--- src/rtl/pipeline_pkg.sv ---
// Shared execute-stage definitions: multiply/divide op encodings, sequencer
// state type and the default datapath width.
package pipeline_pkg;

  localparam int MD_WIDTH = 32;

  localparam logic [1:0] MD_MULT  = 2'b00;
  localparam logic [1:0] MD_MULTU = 2'b01;
  localparam logic [1:0] MD_DIV   = 2'b10;
  localparam logic [1:0] MD_DIVU  = 2'b11;

  typedef enum logic [1:0] {
    IDLE = 2'd0,
    RUN  = 2'd1,
    FIX  = 2'd2
  } md_state_t;

endpackage

--- src/rtl/muldiv_step.sv ---
// One combinational iteration of the sequencer: shift-add for multiply, and
// (when MULDIV_DIV_EN is defined) restoring shift-subtract for divide.
module muldiv_step #(
  parameter int WIDTH = 32
) (
`ifdef MULDIV_DIV_EN
  input  logic             div_mode,
`endif
  input  logic [WIDTH-1:0] acc_hi,
  input  logic [WIDTH-1:0] acc_lo,
  input  logic [WIDTH-1:0] opnd,
  output logic [WIDTH-1:0] nxt_hi,
  output logic [WIDTH-1:0] nxt_lo
);

  logic [WIDTH:0] sum;
`ifdef MULDIV_DIV_EN
  logic [WIDTH:0] rem_sh;
  logic [WIDTH:0] trial;
`endif

  always_comb begin
    // Multiply: carry out of the add becomes the new top bit after the shift.
    sum    = {1'b0, acc_hi} + (acc_lo[0] ? {1'b0, opnd} : '0);
    nxt_hi = sum[WIDTH:1];
    nxt_lo = {sum[0], acc_lo[WIDTH-1:1]};
`ifdef MULDIV_DIV_EN
    rem_sh = {acc_hi, acc_lo[WIDTH-1]};
    trial  = rem_sh - {1'b0, opnd};
    if (div_mode) begin
      nxt_hi = trial[WIDTH] ? rem_sh[WIDTH-1:0] : trial[WIDTH-1:0];
      nxt_lo = {acc_lo[WIDTH-2:0], ~trial[WIDTH]};
    end
`endif
  end

endmodule

--- src/rtl/muldiv_seq.sv ---
// Iterative MIPS multiply/divide sequencer owning HI/LO (WIDTH iterations per op).
// Define MULDIV_DIV_EN to include DIV/DIVU; otherwise divide starts are ignored.
module muldiv_seq
  import pipeline_pkg::*;
#(
  parameter int WIDTH = MD_WIDTH,
  parameter int CNT_W = $clog2(WIDTH) + 1
) (
  input  logic             clk,
  input  logic             rst_n,
  input  logic             start_e,
  input  logic [1:0]       op_e,
  input  logic [WIDTH-1:0] srca_e,
  input  logic [WIDTH-1:0] srcb_e,
  input  logic             flush_e,
  input  logic             cancel,
  input  logic             mfhilo_d,
  output logic             busy,
  output logic             mult_done,
  output logic             hilo_stall_d,
  output logic [WIDTH-1:0] hi,
  output logic [WIDTH-1:0] lo
);

  md_state_t        state, state_nx;
  logic [CNT_W-1:0] cnt;
  logic [WIDTH-1:0] acc_hi, acc_lo, opnd;
  logic [WIDTH-1:0] step_hi, step_lo;
  logic [WIDTH-1:0] a_mag, b_mag;
  logic             neg_q, signed_op, supported, start_ok;
  logic             do_load, do_write;
`ifdef MULDIV_DIV_EN
  logic             op_div, is_div, neg_r, div_zero;
`endif

  function automatic logic [WIDTH-1:0] cneg(input logic [WIDTH-1:0] v, input logic neg);
    return neg ? (~v + 1'b1) : v;
  endfunction

  function automatic logic [2*WIDTH-1:0] cneg2(input logic [2*WIDTH-1:0] v, input logic neg);
    return neg ? (~v + 1'b1) : v;
  endfunction

  assign signed_op = (op_e == MD_MULT) || (op_e == MD_DIV);
  // The most negative value's magnitude is exact when read back as unsigned.
  assign a_mag = cneg(srca_e, signed_op & srca_e[WIDTH-1]);
  assign b_mag = cneg(srcb_e, signed_op & srcb_e[WIDTH-1]);

`ifdef MULDIV_DIV_EN
  assign op_div    = (op_e == MD_DIV) || (op_e == MD_DIVU);
  assign supported = 1'b1;
`else
  assign supported = ~op_e[1];
`endif

  assign start_ok     = start_e & ~flush_e & ~cancel & supported;
  assign busy         = (state != IDLE);
  assign mult_done    = ~busy;
  assign hilo_stall_d = mfhilo_d & busy;

  always_ff @(posedge clk or negedge rst_n) begin
    if (!rst_n) state <= IDLE;
    else        state <= state_nx;
  end

  always_comb begin
    state_nx = state;
    do_load  = 1'b0;
    do_write = 1'b0;
    case (state)
      IDLE: if (start_ok) begin
        state_nx = RUN;
        do_load  = 1'b1;
      end
      RUN: begin
        if (cancel)                  state_nx = IDLE;
        else if (cnt == CNT_W'(1))   state_nx = FIX;
      end
      FIX: begin
        state_nx = IDLE;
        do_write = ~cancel;
      end
      default: state_nx = IDLE;
    endcase
  end

  muldiv_step #(.WIDTH(WIDTH)) u_step (
`ifdef MULDIV_DIV_EN
    .div_mode (is_div),
`endif
    .acc_hi   (acc_hi),
    .acc_lo   (acc_lo),
    .opnd     (opnd),
    .nxt_hi   (step_hi),
    .nxt_lo   (step_lo)
  );

  always_ff @(posedge clk or negedge rst_n) begin
    if (!rst_n) begin
      cnt    <= '0;
      acc_hi <= '0;
      acc_lo <= '0;
      opnd   <= '0;
      neg_q  <= 1'b0;
      hi     <= '0;
      lo     <= '0;
`ifdef MULDIV_DIV_EN
      is_div   <= 1'b0;
      neg_r    <= 1'b0;
      div_zero <= 1'b0;
`endif
    end else begin
      if (do_load) begin
        cnt    <= CNT_W'(WIDTH);
        acc_hi <= '0;
        neg_q  <= signed_op & (srca_e[WIDTH-1] ^ srcb_e[WIDTH-1]);
`ifdef MULDIV_DIV_EN
        is_div   <= op_div;
        neg_r    <= signed_op & srca_e[WIDTH-1];
        div_zero <= (srcb_e == '0);
        acc_lo   <= op_div ? a_mag : b_mag;
        opnd     <= op_div ? b_mag : a_mag;
`else
        acc_lo <= b_mag;
        opnd   <= a_mag;
`endif
      end else if (state == RUN) begin
        cnt    <= cnt - 1'b1;
        acc_hi <= step_hi;
        acc_lo <= step_lo;
      end
      // Sign fix-up and HI/LO commit happen only in FIX, and never on cancel.
      if (do_write) begin
`ifdef MULDIV_DIV_EN
        if (is_div) begin
          lo <= div_zero ? '1 : cneg(acc_lo, neg_q);
          hi <= cneg(acc_hi, neg_r);
        end else begin
          {hi, lo} <= cneg2({acc_hi, acc_lo}, neg_q);
        end
`else
        {hi, lo} <= cneg2({acc_hi, acc_lo}, neg_q);
`endif
      end
    end
  end

endmodule

--- config.mk ---
export PLATFORM = sky130hd
export DESIGN_NAME = muldiv_seq
export DESIGN_NICKNAME = d
export VERILOG_FILES = /design/src/rtl/pipeline_pkg.sv /design/src/rtl/muldiv_step.sv /design/src/rtl/muldiv_seq.sv
export SDC_FILE = /design/constraint.sdc
export NUM_CORES = 1
export LEC_CHECK = 0
export ABC_AREA = 1
export ABC_CLOCK_PERIOD_IN_PS = 3250
export BUFFER_PORTS_ARGS = -buffer_cell sky130_fd_sc_hd__buf_2
export CORE_ASPECT_RATIO = 0.9
export CORE_MARGIN = 2
export CORE_UTILIZATION = 30
export CTS_BUF_LIST = sky130_fd_sc_hd__clkbuf_2 sky130_fd_sc_hd__clkbuf_4 sky130_fd_sc_hd__clkbuf_8
export CTS_CLUSTER_DIAMETER = 200
export DETAILED_ROUTE_END_ITERATION = 10
export HOLD_SLACK_MARGIN = 0.02
export SLEW_MARGIN = 20
export SYNTH_ARGS = -nofsm -noshare
export SYNTH_HDL_FRONTEND = slang
export SYNTH_HIERARCHICAL = 1
export SYNTH_SLANG_ARGS = --single-unit
--- constraint.sdc ---
create_clock -name clk -period 3.25 [get_ports clk]
set_input_delay 0.975 -clock clk [delete_from_list [all_inputs] [get_ports clk]]
set_output_delay 0.975 -clock clk [all_outputs]
set_load 0.005 [all_outputs]
After elaboration in Yosys (flattened, before gate mapping)
Index checks and enable logic that the tools add are counted.
{ "word_totals": {"reg_bits": 169, "out_inout_bits": 67, "word_cells": 57} }
{ "op_classes": {"add_sub_neg": 5, "eq_ne": 6, "mux": 17, "bitwise_logic": 15, "reduce_logical": 6} }
{ "ops": {"columns": ["op", "n"], "rows": [
  ["$mux 32", 7],
  ["$add 32x1->32 const B", 2],
  ["$add 64x1->64 const B", 1],
  ["$mux 64", 1],
  ["$not 32->32", 2],
  ["$not 64->64", 1],
  ["$add 32x33->33", 1],
  ["$mux 6", 2],
  ["$and 1x1->1", 7],
  ["$eq 6x1->1 const B", 1],
  ["$mux 2", 3],
  ["$sub 6x1->6 const B", 1],
  ["$eq 2x2->1 const B", 2],
  ["$logic_not 2->1", 2],
  ["$not 1->1", 4],
  ["$pmux 2 s2", 1],
  ["$reduce_bool 2->1", 2],
  ["$mux 1", 3],
  ["$ne 3x3->1 const B", 1],
  ["$eq 2x1->1 const B", 1],
  ["$ne 2x2->1 const B", 1],
  ["$reduce_and 2->1", 1],
  ["$logic_or 1x1->1", 1],
  ["$xor 1x1->1", 1]
]} }

Longest topological paths before layout
Gate-level depths: netlist (run 1).
{ "depth": {"depth_word": 7, "mapped_depth": 16} }

Hierarchy
Netlist (run 1), hierarchy kept.
{ "modules_own_cells": {"columns": ["module", "n_inst", "cells_each", "area_per_inst_um2", "seq_area_each_um2"], "rows": [
  ["muldiv_seq", 1, 1509, 10578.9, 4229.1],
  ["muldiv_step", 1, 603, 2870.3, 0.0]
]} }

Worst setup path before layout (run 1)
Ideal clock, no wire load.
{ "synth_timing": {"path_type": "input to register", "from": "input srca_e[0]", "to": "register opnd[20]", "arrival_time_ns": 1.988, "path_slack_ns": 1.129, "path_stages": 8, "path_buffers": 0, "path_cell_list": "inv_1 > ha_1 > nand2_1 > o21ai_4 > nand3_2 > nor2_4 > xor2_1 > o21ai_0"} }
{ "synth_between": {"elab_chain_cells": 3} }
{ "synth_lines": {"columns": ["item", "line_no", "source"], "rows": [
  ["from (decl)", "muldiv_seq.sv:13", "input logic [WIDTH-1:0] srca_e,"],
  ["$not 32->32", "muldiv_seq.sv:37", "return neg ? (~v + 1'b1) : v;"],
  ["$add 32x1->32", "muldiv_seq.sv:37", null],
  ["$mux 32", "muldiv_seq.sv:37", null],
  ["to (signal assigned)", "muldiv_seq.sv:125", "opnd <= a_mag;"],
  ["to (decl)", "muldiv_seq.sv:27", "logic [WIDTH-1:0] acc_hi, acc_lo, opnd;"]
]} }
No other way between the ends.
A chain may end at the register's enable or synchronous reset.

Worst setup path in the final report (run 1)
{ "layout_timing": {"from": "register acc_lo[0]", "to": "register acc_hi[28]"} }
{ "layout_between": {"elab_chain_cells": 4} }
{ "layout_lines": {"columns": ["item", "line_no", "source"], "rows": [
  ["from (decl)", "muldiv_seq.sv:27", null],
  ["from (signal assigned)", "muldiv_seq.sv:124", "acc_lo <= b_mag;"],
  ["from (signal assigned)", "muldiv_seq.sv:130", "acc_lo <= step_lo;"],
  ["$mux 32", "muldiv_step.sv:24", "sum = {1'b0, acc_hi} + (acc_lo[0] ? {1'b0, opnd} : '0);"],
  ["$add 32x33->33", "muldiv_step.sv:24", null],
  ["named net step_hi[28]", "muldiv_seq.sv:28", "logic [WIDTH-1:0] step_hi, step_lo;"],
  ["$mux 32", "muldiv_seq.sv:127", "end else if (state == RUN) begin"],
  ["$mux 32", "muldiv_seq.sv:113", "if (do_load) begin"],
  ["to (signal assigned)", "muldiv_seq.sv:129", "acc_hi <= step_hi;"],
  ["to (decl)", "muldiv_seq.sv:27", null]
]} }
The timed path passes the listed nets, and every way through them passes these cells. The select of a mux whose other input is x is not followed.

==> results by group, run 1 <==
Timing
  – Final hold violations: 0
  – Worst-Margin Slew: 1.01 ns
  – Setup slack after layout: 0.704 ns
  – Fmax: 393 MHz
  – # setup viols final: 0
  – Min Tclk post-route: 2.55 ns
  – Final Max Tran Viols: 0
  – Rel. slew slack: 0.323
  – RSZ-0062 raised after global routing: no
  – Fin Clk Skew: 0.0228 ns
  – Setup TNS: 0 ns
  – Hold_ws: 0.423 ns
  – Final Cycle Share: 0.783

Floorplanning
  – Die area: 46500 um^2
  – Core box area: 44200 um^2
  – Die Ht: 205 um
  – Effective utilization at floorplan: 0.304
  – Ports: 139
  – Site Rows: 73
  – Die W: 227 um

Critical path
  – Critical path's slowest cell: dfrtp_1
  – CP peak stage delay: 0.50 ns
  – Crit start category: flip-flop
  – CP required: 3.64 ns
  – Crit end category: flip-flop
  – CP max FO: 31
  – Cell mode on critical path: nand2_1
  – CP Class: reg -> reg
  – CP arrival: 2.94 ns
  – Crit path cell chain: buf_4 -> nand2_1 -> inv_1 -> ha_1 -> nand2_1 -> inv_1 -> nand2_1 -> inv_1 -> a21oi_1 -> nand2_1 -> nand2_1 -> nand2_1 -> nand2_1 -> nand2_1 -> nand2_1 -> o21ai_0

Finish
  – Fillers: 4919
  – Fin nets: 2307
  – Area of the multi-input gates: 7710 um^2
  – Layout cell share with drive strength beyond 1: 0.113
  – Register Area: 4230 um^2
  – Final instance area: 15000 um^2
  – N_diodes: 0
  – Layout area overhead: 11.4%

Route
  – Post-route ant nets: 0
  – Via density: 4.79
  – 1st-iter DRT viols: 1289
  – Routed Wire Length: 44900 um
  – Vias post-DR: 13500
  – Pre-Repair DR Iteration Count: 5
  – # DRC: 0
  – WL/cell: 16.0 um

Yosys
  – Synth Area per Inst: 6.37 um^2
  – Post-Synthesis Cells: 2112
  – Area of the mapped netlist: 13400 um^2
  – Synth cell types: 49
  – Ranking of synthesized cells by area: dfrtp_1 31%, nand2_1 22%, inv_1 7.4%
  – Async set or reset register ratio after synthesis: 1.00
  – Syn. warnings: 6
  – Yosys top cell by area: dfrtp_1
  – Synth top area share: 0.314
  – Syn_nets: 2222
  – Synth Register Bits: 169
  – Post-synthesis sequential area ratio: 0.314
  – Post-synth EDFFs: 0
  – Primary FF master, synth: dfrtp_1

Power
  – PwrDens: 669 nW/um^2
  – Peak VDD IR: 393 uV
  – P_leak: 8.23 nW

Global routing
  – First-pass GRT wire length: 71300 um
  – Largest net degree at the start of global routing: 95
  – Gr usage total: 0.197
  – Gr ovfl total: 0
  – Initial antenna violation count: 1
  – Number of global-route vias before repair: 12700

CTS
  – Post-CTS setup buffer count: 0
  – Cts repair resizes: 0
  – Max Buffers Root-to-Sink: 2
  – CTS tree: done
  – CTS Sinks: 169
  – Reg clk slew, reported paths: 0.11 ns
  – CTS Hold Bufs: 0
  – CTS H-tree depth: 4
  – Clk root buf: clkbuf_8
  – Clk_lat worst skew: 0.50 ns
  – CTS Buf Count: 17

Placement
  – GPL Wtd Cong: 0.984
  – Placed Area: 14600 um^2
  – DP HPWL: 36500 um
  – Port Buf Inserts: 138
  – Dpl ws: 0.571 ns

Flow run
  – MaxCap Viol Count: 0

Outcome
  – Outcome: complete, no violations

Worst hold path
  – Worst Hold Class: in -> async
## area by class of cell
| cell class | instances | share of cell area |
|---|---|---|
| clock buffer | 17 | 0.0156 |
| clock inverter | 15 | 0.0119 |
| inverter | 274 | 0.0688 |
| multi-input combinational | 1584 | 0.515 |
| sequential | 169 | 0.282 |
| tap | 600 | 0.0501 |
| timing repair buffer | 151 | 0.0564 |
## cells in the final DEF, fill, tap and decap left out, types with 2 or more instances in the layout
cell	n
or2_0	2
xor2_1	58
nor3_1	15
buf_12	4
a21o_1	2
o21ai_4	3
buf_4	9
o21bai_1	5
dfrtp_1	168
inv_8	3
inv_1	266
nor2_4	11
a31oi_1	2
a21oi_1	41
inv_6	5
inv_2	6
clkinv_8	3
nor2_2	14
o22ai_1	3
clkinv_4	2
o211ai_1	5
nand2_2	13
o221ai_1	4
o21ai_0	121
nor2_1	189
clkinv_2	2
clkbuf_8	17
nand3_2	6
nand3b_1	7
nand4_1	35
nand2_1	775
o21ai_2	2
o21ai_1	21
nand3_1	173
xnor2_1	15
buf_2	137
o21a_1	9
nand3_4	3
ha_1	37
## synthesized netlist by cell type, types with 4 or more instances
| cell type | n |
|---|---|
| buf_2 | 26 |
| ha_1 | 37 |
| clkbuf_1 | 22 |
| o21a_1 | 9 |
| o21ai_0 | 121 |
| nand2_1 | 775 |
| dfrtp_1 | 169 |
| a21oi_1 | 41 |
| inv_1 | 266 |
| nand3_1 | 174 |
| nor3_1 | 15 |
| nand4_1 | 35 |
| nand3_2 | 6 |
| nor2_1 | 189 |
| nor2_4 | 11 |
| nand3b_1 | 7 |
| xor2_1 | 58 |
| o221ai_1 | 4 |
| xnor2_1 | 15 |
| buf_4 | 36 |
| o21ai_1 | 21 |
| o21bai_1 | 5 |
| nand2_2 | 13 |
| nor2_2 | 14 |
| inv_2 | 6 |
| o211ai_1 | 5 |
## registers in the layout, summed over array words and instances, names as in the netlist
name,cells
acc_hi,32
cnt,6
lo,32
state,2
opnd,32
acc_lo,32
neg_q,1
hi,32
## kinds of logic (layout without fill, tap and decap cells)
| kind of cell | count (synthesis) | in the layout | share of synthesized area |
|---|---|---|---|
| compound gates | 221 | 221 | 0.0922 |
| xor+xnor | 73 | 73 | 0.0475 |
| fa+ha+maj | 38 | 38 | 0.0359 |
| buf+inv | 359 | 457 | 0.113 |
| flops | 169 | 169 | 0.314 |
| simple gates | 1252 | 1252 | 0.397 |
## worst max-delay path: cells and delay by family, from the launching register on
kind	cells	cell delay [ns]
AOI/OAI and AO/OA	2	0.25
DFF	1	0.50
buffers and inverters	4	0.56
adders and majority gates	1	0.28
and+or+nand+nor	9	0.85
## through the flow
| step | cells | util | power [W] |
|---|---|---|---|
| global route | 2810 | 0.339 | 0.0108 |
| finish | 2810 | 0.339 | 0.0100 |
| floorplan | 2112 | - | 0.00676 |
| global placement | 2778 | 0.329 | 0.00833 |
| detailed placement | 2778 | 0.329 | 0.00833 |
| CTS | 2810 | 0.339 | 0.00996 |
## report_power, final
part           internal (W)  switching, W  leakage (nW)  total [W]
combinational       0.00159       0.00337          5.81    0.00495
sequential          0.00260      0.000864          2.21    0.00346
clock              0.000652      0.000953         0.210    0.00161
total               0.00484       0.00519          8.23     0.0100
## per-layer routing
layer / up-vias / track usage / part of all wire
met5: - / 0 / 0.00024
met4: 2 / 0.0432 / 0.014
met3: 31 / 0.0281 / 0.064
met2: 455 / 0.276 / 0.40
met1: 6182 / 0.313 / 0.52
li1: 6796 / - / -
## path summary, 6_finish.rpt
check                        endpoint  depth (start not counted)  slack [ns]      start
setup / recovery           acc_hi[28]                         16        0.70  acc_lo[0]
hold / removal             acc_lo[17]                          1        0.42      rst_n
setup reg to reg           acc_hi[28]                         16        0.70  acc_lo[0]
hold reg to reg                hi[22]                          2        0.49     hi[22]
max in group asynchronous    opnd[27]                          2        2.03      rst_n
min in group clk               hi[22]                          2        0.49     hi[22]
(Power assumes the default switching activity.)
==> run 2, diff against run 1 <==
Settings changed: ABC_AREA 1 to 0, ABC_CLOCK_PERIOD_IN_PS 3250 to 2600.
Clock period 3.25 ns to 2.6 ns, I/O delays scaled along.
==> run 2 against run 1 <==
The flow now finishes with violations (negative setup slack). Clock power increased by 8%. Maximum frequency fell by 6.7%. Combinational power rose by 29%. Die area decreased by 15%. Design area fell by 1.8%. Synthesized cell count decreased by 35%. Setup slack worse by 0.83 ns. Sequential share of layout area rose by 0.54 points. Power rose by 19%. Synthesized area decreased by 15%. Count of clock-buffer cells in the layout is 2 higher. Largest cell class unchanged.
==> results by group, run 2 <==
Outcome
  – Outcome: finished with violations
  – Failing checks: negative setup slack

Timing
  – Min Tclk post-route: 2.73 ns (+0.183 ns)
  – Fin Clk Skew: 0.0168 ns (-0.00598 ns)
  – Rel. slew slack: 0.353 (+0.0291)
  – # setup viols final: 17 (+17)
  – Worst-Margin Slew: 0.971 ns (-0.0375 ns)
  – Hold_ws: 0.257 ns (-0.166 ns)
  – Fmax: 366 MHz (-6.7%)
  – Final hold violations: 0 (unchanged)
  – Final Cycle Share: 1.05 (+0.266)
  – Setup slack after layout: -0.129 ns (-0.833 ns)
  – Final Max Tran Viols: 0 (unchanged)
  – RSZ-0062 raised after global routing: yes

Finish
  – Commonest non-fill, non-tap cell in the layout: nand2_1
  – Layout area overhead: 28.5%
  – Layout cell share with drive strength beyond 1: 0.290 (+0.177)
  – N_diodes: 0 (unchanged)
  – Fin nets: 1731 (-25%)
  – Most frequent cells in the layout: 257 x nand2_1, 185 x buf_4, 166 x dfrtp_1, 144 x o21ai_0, 137 x buf_2

Yosys
  – Post-synthesis sequential area ratio: 0.370 (+0.0552)
  – Post-synth EDFFs: 0 (unchanged)
  – Async set or reset register ratio after synthesis: 1.00 (unchanged)
  – Adder-cell share of the synthesized area: 0.0422 (+0.00630)
  – Yosys top cell by area: dfrtp_1
  – Post-Synth Simple-Gate Area: 0.215 (-0.182)
  – Most common cell in the netlist: nand2_1
  – Post-synthesis compound-gate area fraction: 0.203 (+0.110)
  – Synth Register Bits: 169 (unchanged)
  – Synth cell types: 67 (+37%)
  – Area of the mapped netlist: 11400 um^2 (-15%)
  – Syn_nets: 1482 (-33%)
  – Synth Area per Inst: 8.34 um^2 (+31%)
  – Post-synthesis xor/xnor area fraction: 0.115 (+0.0673)
  – Largest family of logic cells by synthesized area: simple AND/OR/NAND/NOR gates
  – Primary FF master, synth: dfrtp_1
  – Synth top area share: 0.370 (+0.0552)
  – Post-synthesis mux area share: 0.00262 (+0.00262)
  – Syn. warnings: 6 (unchanged)
  – Ranking of synthesized cells by area: dfrtp_1 37%, nand2_1 8.5%, xor2_1 7.4%
  – Post-Synthesis Cells: 1372 (-35%)
  – Synth cell count leaders: 259 x nand2_1, 169 x dfrtp_1, 156 x o21ai_0

CTS
  – Reg clk slew, reported paths: 0.10 ns (about the same)
  – Clk root buf: clkbuf_8
  – CTS Sinks: 169 (unchanged)
  – Max Buffers Root-to-Sink: 2 (unchanged)
  – CTS H-tree depth: 4 (unchanged)
  – Clk_lat worst skew: 0.47 ns (-0.03 ns)
  – CTS Buf Count: 17 (unchanged)
  – CTS tree: done

Floorplanning
  – Ports: 139 (unchanged)
  – Die Ht: 189 um (-7.6%)
  – Site Rows: 67 (-8.2%)
  – Die W: 210 um (-7.6%)
  – Effective utilization at floorplan: 0.306 (+0.00178)
  – Die area: 39700 um^2 (-15%)
  – Core box area: 37400 um^2 (-15%)

Power
  – Switching Share: 0.428 (-0.0893)
  – Gate power share: 0.537 (+0.043)
  – Peak VDD IR: 442 uV (+13%)
  – PwrDens: 808 nW/um^2 (+21%)
  – Clk network pwr share: 0.147 (-0.013)
  – Internal: 0.00680 W (+41%)
  – P_leak: 6.93 nW (-16%)
  – Psw: 0.00509 W (-1.9%)
  – Flop pwr share: 0.316 (-0.030)

Placement
  – Dpl ws: -0.302 ns (-0.873 ns)
  – Port Buf Inserts: 138 (unchanged)
  – GPL Wtd Cong: 0.897 (-8.9%)
  – DP HPWL: 26800 um (-27%)

Global routing
  – Gr ovfl total: 0 (unchanged)
  – First-pass GRT wire length: 54700 um (-23%)
  – Initial antenna violation count: 0 (-1)
  – Largest net degree at the start of global routing: 103 (+8.4%)
  – Gr usage total: 0.172 (-0.0253)
  – Number of global-route vias before repair: 10000 (-21%)

Route
  – Routed Wire Length: 34600 um (-23%)
  – Pre-Repair DR Iteration Count: 7 (+2)
  – Via density: 4.96 (+3.4%)
  – 1st-iter DRT viols: 790 (-39%)
  – Vias post-DR: 10500 (-22%)
  – WL/cell: 16.4 um (+2.3%)
  – Post-route ant nets: 0 (unchanged)
  – # DRC: 0 (unchanged)

Critical path
  – CP arrival: 3.07 ns (+0.13 ns)
  – Crit start category: flip-flop
  – CP delay by family, top: compound AO/OA/AOI/OAI gates
  – CP bufs+invs: 0 (-4)
  – Critical path's slowest cell: dfrtp_1
  – CP Class: reg -> reg
  – Crit path cell chain: and2_1 -> ha_2 -> fa_2 -> a211o_1 -> a211oi_4 -> o31ai_2 -> a31oi_4 -> a21oi_2 -> a211oi_2 -> nor2b_1 -> nand2_1 -> o21ai_0
  – CP required: 2.94 ns (-0.70 ns)
  – Crit end category: flip-flop
  – CP peak stage delay: 0.41 ns (-0.09 ns)
  – CP max FO: 4 (-87%)

Worst hold path
  – Worst Hold Class: in -> async

Flow run
  – MaxCap Viol Count: 0 (unchanged)
[run 2: cell count changes after synthesis, moves of 38 or more]
cell and delta:
clkbuf_1 +46, xor2_1 +39, nor2_1 -119, inv_1 -245, nand2_1 -516, xnor2_1 +38, nand3_1 -155
[run 2: area by class of cell]
class	count	area, um^2
Clock buffer	19	255
Clock inverter	12	93.8
Fill cell	3841	22700
Inverter	21	78.8
Multi-Input combinational cell	1077	7170
Sequential cell	169	4230
Tap cell	483	604
Timing Repair Buffer	335	2270
[run 2: power by group through the flow]
stage / combinational (W) / sequential (W) / clock (W)
floorplan: 0.00323 / 0.00379 / 0
global placement: 0.00551 / 0.00373 / 0
detailed placement: 0.00561 / 0.00376 / 0
CTS: 0.00581 / 0.00372 / 0.00179
global route: 0.00695 / 0.00385 / 0.00191
finish: 0.00639 / 0.00376 / 0.00174
[run 2: through the flow]
stage               TNS [ns]  instances  area [um^2]   util  total power [W]
floorplan              -1.18       1372        11500      -          0.00703
global placement       -4.96       2075        13800  0.368          0.00923
detailed placement     -6.73       2075        13800  0.368          0.00936
CTS                   -0.953       2110        14300  0.382           0.0113
global route           -4.48       2116        14700  0.393           0.0127
finish                 -1.28       2116        14700  0.393           0.0119
[run 2: logic make-up (layout without fill, tap and decap cells)]
kind of cell | count (synthesis) | count (layout)
simple gates | 518 | 518
compound gates | 368 | 368
flops | 169 | 169
xor+xnor | 150 | 150
buf+inv | 126 | 387
fa+ha+maj | 38 | 38
mux | 3 | 3
[run 2: path summary, 6_finish.rpt]
kind | startpoint | end | slack (ns) | depth (start not counted)
setup / recovery | acc_lo[0] | acc_hi[29] | -0.13 | 12
hold / removal | rst_n | lo[9] | 0.26 | 1
setup reg to reg | acc_lo[0] | acc_hi[29] | -0.13 | 12
hold reg to reg | opnd[10] | opnd[10] | 0.48 | 2
max in group asynchronous | rst_n | acc_hi[17] | 1.65 | 2
min in group clk | opnd[10] | opnd[10] | 0.48 | 2
[run 2: repair_timing]
item,in CTS,in global routing
gates resized for setup,29,72
cloned,0,1
hold buffers,0,0
pin swaps,11,17
setup endpoints to repair,36,49
buffers inserted,4,5
[run 2: metal layers]
layer	up-vias	part of all wire	GRT usage
met3	28	0.057	0.0310
met4	0	0.011	0.0327
met5	-	0	0
met1	4898	0.52	0.269
li1	5272	-	-
met2	292	0.41	0.244
